==> config.mk <==
export PLATFORM = sky130hd
export DESIGN_NAME = crank_cam_gen_flat
export DESIGN_NICKNAME = d
export VERILOG_FILES = /design/src/rtl/crank_cam_gen_if.sv /design/src/rtl/crank_cam_gen.sv /design/src/flat_wrapper.sv
export SDC_FILE = /design/constraint.sdc
export NUM_CORES = 1
export LEC_CHECK = 0
export CELL_PAD_IN_SITES_DETAIL_PLACEMENT = 1
export CELL_PAD_IN_SITES_GLOBAL_PLACEMENT = 2
export CORE_UTILIZATION = 35
export DETAILED_ROUTE_END_ITERATION = 8
export GPL_TIMING_DRIVEN = 1
export HOLD_SLACK_MARGIN = 0.06
export PLACE_DENSITY = 0.88
export SETUP_SLACK_MARGIN = 0.2
export SYNTH_ARGS = -nofsm -noshare
export SYNTH_HDL_FRONTEND = slang
export SYNTH_SLANG_ARGS = --single-unit
==> constraint.sdc <==
create_clock -name clk -period 6.1 [get_ports clk]
set_input_delay 0.915 -clock clk [delete_from_list [all_inputs] [get_ports clk]]
set_output_delay 0.915 -clock clk [all_outputs]
set_load 0.1 [all_outputs]
==> src/rtl/crank_cam_gen_if.sv <==
// Crank/cam generator bus: run control and period in, waveform and status out.
interface crank_cam_gen_if #(
  parameter int PERIOD_WIDTH = 24
);
  logic                    ena;
  logic [PERIOD_WIDTH-1:0] period;
  logic                    cap;
  logic                    cam;
  logic [5:0]              tooth_idx;
  logic                    rev;
  logic                    slot_start;
  logic                    busy;

  modport master (
    output ena, period,
    input  cap, cam, tooth_idx, rev, slot_start, busy
  );

  modport slave (
    input  ena, period,
    output cap, cam, tooth_idx, rev, slot_start, busy
  );
endinterface

==> src/rtl/crank_cam_gen.sv <==
// Synthetic 60-2 crank wheel and cam sensor generator with programmable
// tooth period. All outputs are registered from next-state values.
module crank_cam_gen #(
  parameter int PERIOD_WIDTH = 24,
  parameter int TEETH        = 60,
  parameter int GAP          = 2,
  parameter int CAM_RISE     = 10,
  parameter int CAM_FALL     = 40
) (
  input  logic            clk,
  input  logic            rst,
  crank_cam_gen_if.slave  bus
);

  localparam logic [5:0] LAST_SLOT = 6'(TEETH - 1);
  localparam logic [5:0] GAP_START = 6'(TEETH - GAP);
  localparam logic [7:0] REV_OFS   = 8'(TEETH);
  localparam logic [7:0] RISE      = 8'(CAM_RISE);
  localparam logic [7:0] FALL      = 8'(CAM_FALL);
  localparam bit         WRAP      = (CAM_RISE >= CAM_FALL);

  typedef enum logic {IDLE, RUN} state_t;

  state_t                  state, state_n;
  logic [PERIOD_WIDTH-1:0] cnt, cnt_n;
  logic [PERIOD_WIDTH-1:0] p_lat, p_lat_n;
  logic [PERIOD_WIDTH-1:0] p_eff;
  logic [5:0]              tooth, tooth_n;
  logic                    rev, rev_n;
  logic                    start_n;
  logic [7:0]              pos_n;
  logic                    busy_n, cap_n, cam_n;
  logic                    cap_q, cam_q, start_q, busy_q;

  // Clamp requested period to a minimum of two cycles.
  always_comb begin
    p_eff = (bus.period < PERIOD_WIDTH'(2)) ? PERIOD_WIDTH'(2) : bus.period;
  end

  // Next-state and next-output logic; outputs derive from next state so the
  // registered copies line up with the slot counter.
  always_comb begin
    state_n = state;
    cnt_n   = cnt;
    p_lat_n = p_lat;
    tooth_n = tooth;
    rev_n   = rev;
    start_n = 1'b0;
    case (state)
      IDLE: begin
        if (bus.ena) begin
          state_n = RUN;
          cnt_n   = '0;
          tooth_n = '0;
          rev_n   = 1'b0;
          p_lat_n = p_eff;
          start_n = 1'b1;
        end
      end
      RUN: begin
        if (cnt == p_lat - PERIOD_WIDTH'(1)) begin
          if (!bus.ena) begin
            state_n = IDLE;
          end else begin
            cnt_n   = '0;
            p_lat_n = p_eff;
            start_n = 1'b1;
            if (tooth == LAST_SLOT) begin
              tooth_n = '0;
              rev_n   = ~rev;
            end else begin
              tooth_n = tooth + 6'd1;
            end
          end
        end else begin
          cnt_n = cnt + PERIOD_WIDTH'(1);
        end
      end
      default: state_n = IDLE;
    endcase

    busy_n = (state_n == RUN);
    pos_n  = rev_n ? (REV_OFS + {2'b00, tooth_n}) : {2'b00, tooth_n};
    cap_n  = busy_n && (tooth_n < GAP_START) && (cnt_n < (p_lat_n >> 1));
    if (WRAP) begin
      cam_n = busy_n && ((pos_n >= RISE) || (pos_n < FALL));
    end else begin
      cam_n = busy_n && (pos_n >= RISE) && (pos_n < FALL);
    end
  end

  // State and output registers with synchronous reset.
  always_ff @(posedge clk) begin
    if (rst) begin
      state   <= IDLE;
      cnt     <= '0;
      p_lat   <= '0;
      tooth   <= '0;
      rev     <= 1'b0;
      cap_q   <= 1'b0;
      cam_q   <= 1'b0;
      start_q <= 1'b0;
      busy_q  <= 1'b0;
    end else begin
      state   <= state_n;
      cnt     <= cnt_n;
      p_lat   <= p_lat_n;
      tooth   <= tooth_n;
      rev     <= rev_n;
      cap_q   <= cap_n;
      cam_q   <= cam_n;
      start_q <= start_n;
      busy_q  <= busy_n;
    end
  end

  assign bus.cap        = cap_q;
  assign bus.cam        = cam_q;
  assign bus.tooth_idx  = tooth;
  assign bus.rev        = rev;
  assign bus.slot_start = start_q;
  assign bus.busy       = busy_q;

endmodule

==> src/flat_wrapper.sv <==
// flat-port wrapper written by rule: the top's interface ports become plain ports
module crank_cam_gen_flat 
#(
  parameter int PERIOD_WIDTH = 24,
  parameter int TEETH        = 60,
  parameter int GAP          = 2,
  parameter int CAM_RISE     = 10,
  parameter int CAM_FALL     = 40
)
  (clk, rst, bus_ena, bus_period, bus_cap, bus_cam, bus_tooth_idx, bus_rev, bus_slot_start, bus_busy);
  crank_cam_gen_if #(.PERIOD_WIDTH(PERIOD_WIDTH)) bus_i ();
  input  logic clk;
  input  logic rst;
  input wire logic [$bits(bus_i.ena)-1:0] bus_ena;
  input wire logic [$bits(bus_i.period)-1:0] bus_period;
  output wire logic [$bits(bus_i.cap)-1:0] bus_cap;
  output wire logic [$bits(bus_i.cam)-1:0] bus_cam;
  output wire logic [$bits(bus_i.tooth_idx)-1:0] bus_tooth_idx;
  output wire logic [$bits(bus_i.rev)-1:0] bus_rev;
  output wire logic [$bits(bus_i.slot_start)-1:0] bus_slot_start;
  output wire logic [$bits(bus_i.busy)-1:0] bus_busy;
  assign bus_i.ena = bus_ena;
  assign bus_i.period = bus_period;
  assign bus_cap = bus_i.cap;
  assign bus_cam = bus_i.cam;
  assign bus_tooth_idx = bus_i.tooth_idx;
  assign bus_rev = bus_i.rev;
  assign bus_slot_start = bus_i.slot_start;
  assign bus_busy = bus_i.busy;
  crank_cam_gen #(.PERIOD_WIDTH(PERIOD_WIDTH), .TEETH(TEETH), .GAP(GAP), .CAM_RISE(CAM_RISE), .CAM_FALL(CAM_FALL)) u_core (.clk(clk), .rst(rst), .bus(bus_i));
endmodule
==> reports/summary.md, run 1 <==
The flow ran to the end, and the final reports show no timing, DRC or antenna violations. Among all flip-flop cells after synthesis, the most frequent one is dfxtp_1. STA classifies the critical path endpoint as a flop. In this run the remaining antenna-violating nets after routing total 0. Average detailed-routed wire length per instance: 19.7 um.

After synthesis, the netlist uses 71 different library cells. The tree built by TritonCTS fans out to 59 sinks. Clock latency on the worst-skew pair, taken at its later pin, is 330 ps.

The global-route usage over all layers was 0.240; the leakage power was 2.02 nW. The part of the cycle the worst path needs came out at 0.927. The cell at the root of the clock tree is clkbuf_16. On the worst path, the slowest cell contributes a delay of 530 ps. The number of hold-repair buffers added at the cts stage was 0. Setup repair after global routing left no endpoint under its margin. The number of setup buffers added after CTS is 0. Fill cells in the final layout number 1526. For the net count after synthesis, the log shows 616. The cell depth of the worst hold path is 2, and the post-route setup TNS is 0 ps.

The site row count came out at 41. The tools report the cell area after synthesis as 0.00451 mm2. The actual slew at the worst max-slew pin is 975 ps, and the number of standard cells in the layout, taps in and fillers out is 766. Entering global routing, the biggest net connects 58 pins. Static timing analysis puts the maximum clock frequency at 0.177 GHz. Class of the tightest hold or removal check: reg -> reg. The flip-flop and latch area was 0.00118 mm2. The logs give 4597 for the number of global-route vias before repair and 4 for the length of the first detailed-routing pass in iterations. The final layout contains 644 nets.

At the end of routability-driven placement, the weighted congestion stood at 0.869. STA classifies the critical path startpoint as a flop. The die covers 0.0133 mm2.

The count of buffers added on input and output ports is 37. The count of mapped cells out of synthesis is 561, and the sum of routed wire length over all layers is 15.1 mm. The fraction of final layout cells sized beyond drive strength 1 was 0.0875. After layout, the minimum clock period comes to 5650 ps. Synthesized flop and latch total: 59.

For the final setup violation count, the log shows 0. Die extent in x: 116 um. Final-report hold violation count: 0. At the placement stage, the worst setup path has a slack of 481 ps. The critical path is of the reg -> reg type. The largest fanout on the critical path is 9. For this run, the number of Yosys warnings is 0.

For the final database, setup skew stands at 9.42 ps. The remaining max-slew budget at the tightest pin was 0.348. The tools report the level count of the clock H-tree as 3. The core outline area is 0.0126 mm2. Walking the worst path, the cells encountered are inv_1 > ha_1 > nor2b_2 > nand4_1 > or3b_1 > a31oi_1 > o21ai_1 > a211o_1 > or2_2 > a21oi_4 > mux2i_1 > ha_1 > a21oi_1 > nor2b_1 > o21ai_0 > nand2b_1 > a21oi_1 > nor2b_1 > o21ai_0 > a211o_1 > a31oi_1 > or4b_1 > a211oi_1.

In the final layout, the multi-input gates occupy 0.00312 mm2. Detailed placement finished with a half-perimeter wire length of 11.4 mm. The run gives 6350 ps as the required time reported for the critical path endpoint. After clock tree synthesis, the clock-pin slew on the worst setup and hold paths is 60 ps.

For this design, the slowest cell found on the critical path is or4b_1. The number of diodes added for antenna fixing is 0. The number of clock buffers added by TritonCTS is 9.

The final critical-path setup slack is 446 ps. At the worst endpoint, the arrival time is 5900 ps. Max-cap violations in this run came to 0. The average cell area after synthesis works out to 8.04 um2. The number of antenna violations at the first check in global routing is 0, and the fraction of registers with async set or reset after synthesis is 0. The register area share after synthesis was 0.262. TritonCTS built the clock tree. The final-report max-slew violation count is 0, and the power density over the cells is 220 mW/mm2.

The number of remaining DRC errors is 0. Summed over all layers, the global routing overflow is 0. Pin placement for this block handled 38 I/O pins. The first global-routing pass estimated 24.2 mm of wire. After detailed routing, the number of vias per cell comes to 5.81.

For this block, the initial DRC count from the detailed router was 178. The depth of the worst register-to-register path is 23. The area growth from synthesis to layout is 17.9%. The die outline height is 116 um, and the largest buffer count on any clock path is 2. The number of enable-type register cells in the synthesized netlist is 0. The routed layout has 4451 vias.

IR analysis of the VDD net gives a maximum drop of 0.0898 mV. The starting density of the core came out at 0.359. The cell count after placement is 750.
[metrics by stage]
| step | utilization | power, W | hold WS, ps | area, um2 |
|---|---|---|---|---|
| 5_1_grt | 0.423 | 0.00121 | 586 | 5320 |
| 3_5_place_dp | 0.398 | 0.000644 | 515 | 5000 |
| 4_1_cts | 0.422 | 0.00118 | 521 | 5310 |
| 6_report | 0.423 | 0.00117 | 524 | 5320 |
| 2_1_floorplan | - | 0.000572 | 481 | 4510 |
| 3_3_place_gp | 0.398 | 0.000638 | 495 | 5000 |
[cell usage after synthesis, types with 5 or more instances]
cell / instances / share of area
xnor2_1: 15 / 0.029
a21oi_1: 18 / 0.020
nand4_1: 15 / 0.021
nor2_1: 65 / 0.054
nand2b_1: 6 / 0.0083
and3_1: 8 / 0.011
inv_1: 12 / 0.010
nand3_1: 21 / 0.023
nor4_1: 16 / 0.022
o21ai_0: 21 / 0.023
clkbuf_1: 14 / 0.012
nor2b_1: 30 / 0.042
nor3_1: 11 / 0.012
xor2_1: 17 / 0.033
or3_1: 8 / 0.011
nor3_2: 5 / 0.011
dfxtp_1: 59 / 0.26
ha_1: 28 / 0.078
mux2i_1: 26 / 0.058
a31oi_1: 8 / 0.011
nand3b_1: 7 / 0.012
buf_2: 5 / 0.0055
o21ai_1: 15 / 0.017
o31ai_1: 6 / 0.010
nand2_1: 38 / 0.032
[repair_timing]
action / 4_1_cts / 5_1_grt
hold endpoints to repair: 0 / 0
setup endpoints to repair: 0 / 1
resized for setup: 0 / 3
[power by group]
part | total [W] | internal, W | switching [W]
clock | 0.000531 | 0.000350 | 0.000181
sequential | 0.000420 | 0.000397 | 0.0000223
combinational | 0.000221 | 0.0000893 | 0.000131
[worst max-delay path: cells and delay by family (launching register included)]
family                   cells  cell delay [ps]
buffers and inverters        1               80
AO/OA/AOI/OAI               11             2170
AND/OR/NAND/NOR              8             2110
adder cells (fa/ha/maj)      2              530
multiplexers                 1              300
flip-flops                   1              370
[worst paths after layout]
check                               startpoint                         end  slack (ps)
hold reg to reg     u_core.p_lat[1]$_SDFF_PP0_  u_core.p_lat[1]$_SDFF_PP0_         520
hold / removal      u_core.p_lat[1]$_SDFF_PP0_  u_core.p_lat[1]$_SDFF_PP0_         520
setup / recovery  u_core.p_lat[0]$_SDFFE_PP0P_   u_core.bus.cap$_SDFF_PP0_         450
setup reg to reg  u_core.p_lat[0]$_SDFFE_PP0P_   u_core.bus.cap$_SDFF_PP0_         450
[final cells by class]
| type | instances | share of cell area |
|---|---|---|
| clock buffer | 15 | 0.0522 |
| tap | 172 | 0.0405 |
| timing repair buffer | 47 | 0.0835 |
| clock inverter | 1 | 0.00565 |
| inverter | 13 | 0.00918 |
| sequential | 59 | 0.222 |
| multi-input combinational | 459 | 0.587 |
[metal layers]
| metal | track usage | part of all wire | routed length (um) |
|---|---|---|---|
| met1 | 0.298 | 0.46 | 6870 |
| met2 | 0.408 | 0.48 | 7240 |
| met3 | 0.0397 | 0.033 | 494 |
| met4 | 0.105 | 0.030 | 452 |
| met5 | 0 | 0 | 0 |
[registers in the layout, indices dropped and copies added, names as in the netlist]
name and cells:
u_core.p_lat 24, u_core.bus.slot_start 1, u_core.bus.rev 1, u_core.bus.cap 1
u_core.cnt 24, u_core.bus.tooth_idx 6, u_core.state 1, u_core.bus.cam 1
[logic make-up (layout without fill, tap and decap cells)]
group                    count (synthesis)  count (layout)  synth area share
AND/OR/NAND/NOR                        260             260             0.321
XOR/XNOR                                32              32            0.0621
AO/OA/AOI/OAI                          111             111             0.166
adder cells (fa/ha/maj)                 28              28            0.0777
multiplexers                            28              28            0.0627
buffers and inverters                   43              76            0.0488
flip-flops                              59              59             0.262
[cell usage in the layout (no fill, tap or decap), types with 17 or more instances in the layout]
master,n
dfxtp_1,59
nand2_1,38
nand3_1,21
ha_1,28
a21oi_1,18
clkdlybuf4s50_1,36
nor2_1,65
mux2i_1,26
nor2b_1,29
xor2_1,17
o21ai_0,21
No activity file was read; power rests on OpenSTA's default activity.
==> run 2, diff against run 1 <==
--- a/config.mk
+++ b/config.mk
@@ -5,6 +5,7 @@
 export SDC_FILE = /design/constraint.sdc
 export NUM_CORES = 1
 export LEC_CHECK = 0
+export ABC_AREA = 0
 export CELL_PAD_IN_SITES_DETAIL_PLACEMENT = 1
 export CELL_PAD_IN_SITES_GLOBAL_PLACEMENT = 2
 export CORE_UTILIZATION = 35
@@ -12,6 +13,7 @@
 export GPL_TIMING_DRIVEN = 1
 export HOLD_SLACK_MARGIN = 0.06
 export PLACE_DENSITY = 0.88
+export REMOVE_ABC_BUFFERS = 1
 export SETUP_SLACK_MARGIN = 0.2
 export SYNTH_ARGS = -nofsm -noshare
 export SYNTH_HDL_FRONTEND = slang
==> run 2 against run 1 <==
Against the previous run:
- clock skew fell by 1.7 ps
- die area stayed put
- cell count is 0.26% lower
- largest cell class unchanged
==> reports/summary.md, run 2 (synthesis gave the netlist of run 1 again) <==
The number of DRC markers after the initial detailed-route iteration is 242 (+36%). The run gives 0 (unchanged) as the total overflow reported by the global router. The starting density of the core is 0.359 (unchanged), and the fill cell total of the finished layout is 1523 (-0.20%). The average detailed-routed wire length per instance was 19.8 um (+0.55%); the level count of the clock H-tree was 3 (unchanged). The largest incremental delay on the critical path is 540 ps (about the same), and the site row count is 41 (unchanged). In this run the worst hold path is classified as reg -> reg.

The total die area is 0.0133 mm2 (unchanged), and the part of the cycle the worst path needs is 0.890 (-0.0365). The worst clock skew on the final layout is 7.68 ps (-1.74 ps), and the final net count is 645 (+0.16%). The core outline area was 0.0126 mm2 (unchanged); the largest fanout on the critical path was 8 (-1). The number of buffer cells added on primary ports was 37 (unchanged); the number of diodes added for antenna fixing was 0 (unchanged). The fraction of final layout cells sized beyond drive strength 1 was 0.0828 (-0.00477); the post-route setup TNS was 0 ps (unchanged). The clock latency at the later pin of the worst-skew pair is 350 ps (+20 ps), and the length of the first detailed-routing pass in iterations is 4 (unchanged). The final HPWL from detailed placement came out at 11.6 mm (+2.0%). The layout-stage area growth over the synthesis result was 16.8%. For the final-report hold violation count, the log shows 0 (unchanged).

The run gives 15.1 mm (+0.29%) as the sum of routed wire length over all layers. The worst setup path is of the reg -> reg kind. The run gives 0 (unchanged) as the number of hold-repair buffers added at the cts stage.

Among all stages on the critical path, the largest delay is contributed by or4b_1. The actual slew at the worst max-slew pin was 974 ps (-1.10 ps). Global-route wire length before repair: 24.3 mm (+0.37%). The dominant cell type by count on the critical path was o21ai_0. The tools report the remaining max-slew budget at the tightest pin as 0.349 (+0.000739). Global-route usage over all layers: 0.244 (+0.00437). The tree is rooted in a clkbuf_16. The logs give 2 (unchanged) for the largest buffer count on any clock path and 0.135 mV (+51%) for the largest voltage drop on the vdd net. Post-route antenna net violation count: 0 (unchanged).

The top cell types in the final layout, fill and taps aside, are nor2_1 (65), dfxtp_1 (59), nand2_1 (38). The required time reported for the critical path endpoint was 6360 ps (about the same); the clock-pin slew on the worst setup and hold paths was 50 ps (about the same). The die outline height works out to 116 um (unchanged). The tools report the largest net degree at the start of global routing as 58 (unchanged). The library cell used most frequently in the layout, excluding fill and tap cells, is nor2_1. The final-report max-slew violation count was 0 (unchanged); the combined area of the multi-input logic cells was 0.00312 mm2 (+0.16%).

The final setup violation count was 0 (unchanged). The run finished with clean final reports. Final critical-path setup slack: 668 ps (+223 ps).

The clock period minus worst slack works out to 5430 ps (-223 ps). The logs give 4387 (-1.4%) for the via total after detailed routing and 0 (unchanged) for the max-cap violation count. Total clock buffers created by CTS: 9 (unchanged). The run gives 5700 ps (-200 ps) as the worst path arrival time.

The number of remaining DRC errors was 0 (unchanged). The die extent in x was 116 um (unchanged). The leakage power is 2.01 nW (-0.94%), and the count of clock tree sinks is 59 (unchanged). The average vias per placed instance is 5.74 (-1.2%).

Number of antenna violations at the first check in global routing: 0 (unchanged). TritonCTS built the clock tree. The run gives 0.00118 mm2 (unchanged) as the flip-flop and latch area. STA classifies the critical path startpoint as a flop.

The critical path goes through inv_1 > ha_1 > nor2b_4 > nand4_1 > or3b_1 > a31oi_1 > o21ai_1 > a211o_1 > or2_1 > buf_4 > a21oi_4 > o21ai_0 > o21ai_0 > ha_1 > nor2b_1 > o21ai_0 > nand2b_1 > a21oi_1 > nor2b_1 > o21ai_1 > a211o_1 > a31oi_1 > or4b_1 > a211oi_1. The achievable frequency was 0.184 GHz (+4.1%). Number of ports placed on the die boundary: 38 (unchanged). Setup repair after global routing left no endpoint under its margin. The worst setup path is captured at a flop. The power density over the cells came out at 208 mW/mm2 (-5.8%). The worst slack after detailed placement is 440 ps (-40.3 ps), and the number of global-route vias before repair is 4601 (+0.087%). The final RePlAce weighted congestion is 0.856 (-1.5%).
==> run 2: per-stage QoR <==
step	area, um2	std cells	util	hold WS (ps)	power (W)
after global routing	5270	764	0.419	578	0.00114
after global placement	5010	751	0.399	507	0.000635
after detailed placement	5010	751	0.399	528	0.000642
after CTS	5260	764	0.419	535	0.00110
final	5270	764	0.419	534	0.00109
after floorplan	4340	531	-	475	0.000559
==> run 2: final timing paths <==
check / endpoint / start / slack [ps] / cells past startpoint
hold reg to reg: u_core.p_lat[1]$_SDFF_PP0_ / u_core.p_lat[1]$_SDFF_PP0_ / 530 / 2
setup reg to reg: u_core.bus.cap$_SDFF_PP0_ / u_core.p_lat[1]$_SDFF_PP0_ / 670 / 24
hold / removal: u_core.p_lat[1]$_SDFF_PP0_ / u_core.p_lat[1]$_SDFF_PP0_ / 530 / 2
setup / recovery: u_core.bus.cap$_SDFF_PP0_ / u_core.p_lat[1]$_SDFF_PP0_ / 670 / 24
==> run 2: repair_timing <==
item                                    4_1_cts  5_1_grt
gates resized for setup                       0        3
setup buffers                                 0        0
endpoints found under the setup margin        0        1
==> run 2: layout make-up <==
class / count / area share
multi-input cells: 459 / 0.593
flip-flops and latches: 59 / 0.224
repair buffers: 48 / 0.0850
clock buffers: 13 / 0.0475
well taps: 172 / 0.0409
inverters: 13 / 0.00926
==> run 2: where the power goes <==
| part | leakage [nW] | internal (W) | total (W) | switching [W] |
|---|---|---|---|---|
| clock | 0.122 | 0.000279 | 0.000455 | 0.000177 |
| sequential | 0.480 | 0.000398 | 0.000419 | 0.0000210 |
| combinational | 1.40 | 0.0000898 | 0.000220 | 0.000130 |
| total | 2.01 | 0.000766 | 0.00109 | 0.000327 |
==> run 2: metal layers <==
layer  GRT usage  routed length (um)
met5           0                   0
met3      0.0591                 840
met2       0.423                7290
met4      0.0996                 392
met1       0.289                6580
==> run 2: worst max-delay path: cells and delay by family, from the launching register on <==
family / cells / cell delay, ps
flip-flops: 1 / 350
AND/OR/NAND/NOR: 8 / 2000
buffers and inverters: 2 / 300
adder cells (fa/ha/maj): 2 / 540
AO/OA/AOI/OAI: 12 / 2150
==> run 3, diff against run 2 <==
--- a/config.mk
+++ b/config.mk
@@ -8,6 +8,7 @@
 export ABC_AREA = 0
 export CELL_PAD_IN_SITES_DETAIL_PLACEMENT = 1
 export CELL_PAD_IN_SITES_GLOBAL_PLACEMENT = 2
+export CORE_MARGIN = 2
 export CORE_UTILIZATION = 35
 export DETAILED_ROUTE_END_ITERATION = 8
 export GPL_TIMING_DRIVEN = 1
==> run 3 against run 2 <==
Against the previous run:
- via count decreased by 2.8%
- first-iteration DRC count up 13%
- power rose by 2.4%
- cell area increased by 0.55%
- worst hold slack improved by 1.7 ps
- cell count up 0.13%
- non-clock buffer count down 1
- clock power up 5.9%
- clock-buffer cell count stayed put
- sequential share of layout area down 0.12 points
- die area grew 3.5%
- largest cell class unchanged
- largest power group unchanged
==> reports/summary.md, run 3 (synthesis gave the netlist of run 1 again) <==
The global-route wire length before repair was 23.9 mm (-1.6%); the worst path arrival time was 5600 ps (-100 ps). Final net count: 644 (-0.16%). The starting density of the core came out at 0.357 (-0.00146). The power density over the cells came out at 211 mW/mm2 (+1.8%). For the number of diodes added for antenna fixing, the log shows 0 (unchanged). The power consumption is 0.00112 W (+2.4%), and the utilization after layout is 0.420 (+0.000577). The die outline height came out at 118 um (+1.7%).

Average vias per placed instance: 5.57 (-3.0%). The worst register-to-register path begins at u_core.p_lat[0]$_SDFFE_PP0P_. The number of ports placed on the die boundary was 38 (unchanged). The type of the worst setup path is reg -> reg.

The total die area was 0.0138 mm2 (+3.5%). The die extent in x works out to 118 um (+1.7%). The logs give 0 (unchanged) for the number of remaining DRC errors and 0.00530 mm2 (+0.55%) for the post-route cell area.

The actual slew at the worst max-slew pin came out at 980 ps (+6.18 ps). The run gives 0.122 mV (-9.8%) as the largest voltage drop on the vdd net. The final-report max-slew violation count was 0 (unchanged); the layout-stage area growth over the synthesis result was 17.4%.

The core outline area came out at 0.0126 mm2 (+0.41%). The leakage power is 2.02 nW (+0.90%), and the total overflow reported by the global router is 0 (unchanged). In this run the worst setup path begins at u_core.p_lat[0]$_SDFFE_PP0P_. For the remaining max-slew budget at the tightest pin, the log shows 0.344 (-0.00413). The final-report hold violation count came out at 0 (unchanged). For the minimum setup slack among reg-to-reg paths, the log shows 760 ps (+90 ps). The tools report the site row count as 41 (unchanged).

Post-route antenna net violation count: 0 (unchanged). The largest fanout on the critical path came out at 11 (+3). The depth of the worst register-to-register path works out to 23 (-4.2%). Total clock buffers created by CTS: 9 (unchanged). Number of antenna violations at the first check in global routing: 0 (unchanged).

Kind of capture point of the worst setup path: a flop. The worst clock skew on the final layout is 7.39 ps (-0.294 ps), and the via total after detailed routing is 4262 (-2.8%). For the largest net degree at the start of global routing, the log shows 58 (unchanged).

The run finished with clean final reports. For the count of clock tree sinks, the log shows 59 (unchanged). The run gives 2 (unchanged) as the largest buffer count on any clock path. The library cell used most frequently in the layout, excluding fill and tap cells, is nor2_1.

The tools report the number of hold-repair buffers added at the cts stage as 0 (unchanged). Number of buffer cells added on primary ports: 37 (unchanged). The class of the tightest hold or removal check is reg -> reg. The run gives 6360 ps (about the same) as the required time reported for the critical path endpoint.

TritonCTS built the clock tree. The run gives 4379 (-4.8%) as the number of global-route vias before repair. Setup repair after global routing left no endpoint under its margin. The run gives 350 ps (about the same) as the clock latency at the later pin of the worst-skew pair. Clock tree synthesis selected as its root buffer the cell clkbuf_16.

The fraction of final layout cells sized beyond drive strength 1 is 0.0877 (+0.00492), and the achievable frequency is 0.187 GHz (+1.7%). In the layout the commonest cells are nor2_1 (65), dfxtp_1 (59), nand2_1 (38). The run gives 0 (unchanged) as the max-cap violation count. The tools report the post-route setup TNS as 0 ps (unchanged). Following the worst setup path forward leads to its endpoint at u_core.bus.cap$_SDFF_PP0_.

The length of the first detailed-routing pass in iterations is 4 (unchanged). For the global-route usage over all layers, the log shows 0.224 (-0.0203). The kind of launch point of the worst setup path was a flop.

The endpoint identified for the worst register-to-register timing path is u_core.bus.cap$_SDFF_PP0_. Final RePlAce weighted congestion: 0.943 (+10%). The final HPWL from detailed placement came out at 11.5 mm (-0.79%). For the cell area after placement, the log shows 0.00499 mm2 (-0.30%).

Clock period minus worst slack: 5340 ps (-91.2 ps). The part of the cycle the worst path needs was 0.875 (-0.0150); the number of DRC markers after the initial detailed-route iteration was 274 (+13%). The fill cell total of the finished layout is 1540 (+1.1%), and the level count of the clock H-tree is 3 (unchanged).

The logs give 0 (unchanged) for the final setup violation count and 536 ps (+1.69 ps) for the worst hold slack. For the sum of routed wire length over all layers, the log shows 15.0 mm (-0.68%). The average detailed-routed wire length per instance works out to 19.6 um (-0.81%). The clock-pin slew on the worst setup and hold paths works out to 50 ps (about the same).
-- run 3: changes by cell type in the layout (fill, tap and decap cells not counted) --
cell | previous run | this run
clkbuf_8 | 1 | 3
nor3_2 | 5 | 4
nor3_4 | 0 | 1
o21ai_1 | 16 | 15
buf_4 | 11 | 10
clkinv_2 | 0 | 2
o21ai_0 | 20 | 21
clkbuf_1 | 3 | 1
-- run 3: timing repair --
item                                    in CTS  in global routing
resized for setup                            0                  3
setup buffers                                0                  1
endpoints found under the setup margin       0                  1
-- run 3: area by class of cell --
cell class / count / area [um2] / area share
Clock buffer: 13 / 270 / 0.0510
Clock inverter: 2 / 10.0 / 0.00189
Inverter: 13 / 48.8 / 0.00921
Multi-Input combinational cell: 459 / 3130 / 0.591
Sequential cell: 59 / 1180 / 0.223
Tap cell: 172 / 215 / 0.0406
Timing Repair Buffer: 47 / 440 / 0.0832
-- run 3: worst min-delay path by stage --
stage                     cells past startpoint  slack [ps]                    endpoint                  startpoint
after floorplan                               2         480  u_core.p_lat[1]$_SDFF_PP0_  u_core.p_lat[1]$_SDFF_PP0_
after global placement                        2         500  u_core.p_lat[1]$_SDFF_PP0_  u_core.p_lat[1]$_SDFF_PP0_
after detailed placement                      2         530  u_core.p_lat[1]$_SDFF_PP0_  u_core.p_lat[1]$_SDFF_PP0_
after CTS                                     2         540  u_core.p_lat[1]$_SDFF_PP0_  u_core.p_lat[1]$_SDFF_PP0_
after global routing                          2         580  u_core.p_lat[1]$_SDFF_PP0_  u_core.p_lat[1]$_SDFF_PP0_
final                                         2         540  u_core.p_lat[1]$_SDFF_PP0_  u_core.p_lat[1]$_SDFF_PP0_
-- run 3: where the power goes --
part	internal (W)	switching [W]
Clock	0.000304	0.000179
Sequential	0.000398	0.0000206
Combinational	0.0000900	0.000129
-- run 3: critical path: stages, from the launching register on --
cell and delay, ps:
dfxtp_1 370, inv_1 90, ha_1 260, nor2b_4 250, nand4_1 200, or3b_1 420
a31oi_1 220, o21ai_1 90, a211o_1 370, or2_1 290, a21oi_4 190, buf_4 250
mux2i_1 270, ha_1 280, nor2b_1 130, o21ai_0 150, nand2b_1 80, a21oi_1 140
nor2b_1 50, o21ai_0 210, a211o_1 160, a31oi_1 70, or4b_1 540, a211oi_1 160
-- run 3: through the flow --
stage	setup slack, ps	std cells
6_report	760	765
3_5_place_dp	509	749
3_3_place_gp	789	749
2_1_floorplan	318	531
4_1_cts	488	764
5_1_grt	281	765
-- run 3: routing by layer --
layer / routed length (um) / global-route usage / vias to the layer above
met3: 659 / 0.0426 / 13
met4: 286 / 0.0873 / 0
li1: - / - / 2099
met2: 6990 / 0.355 / 77
met5: 0 / 0 / -
met1: 7060 / 0.301 / 2073
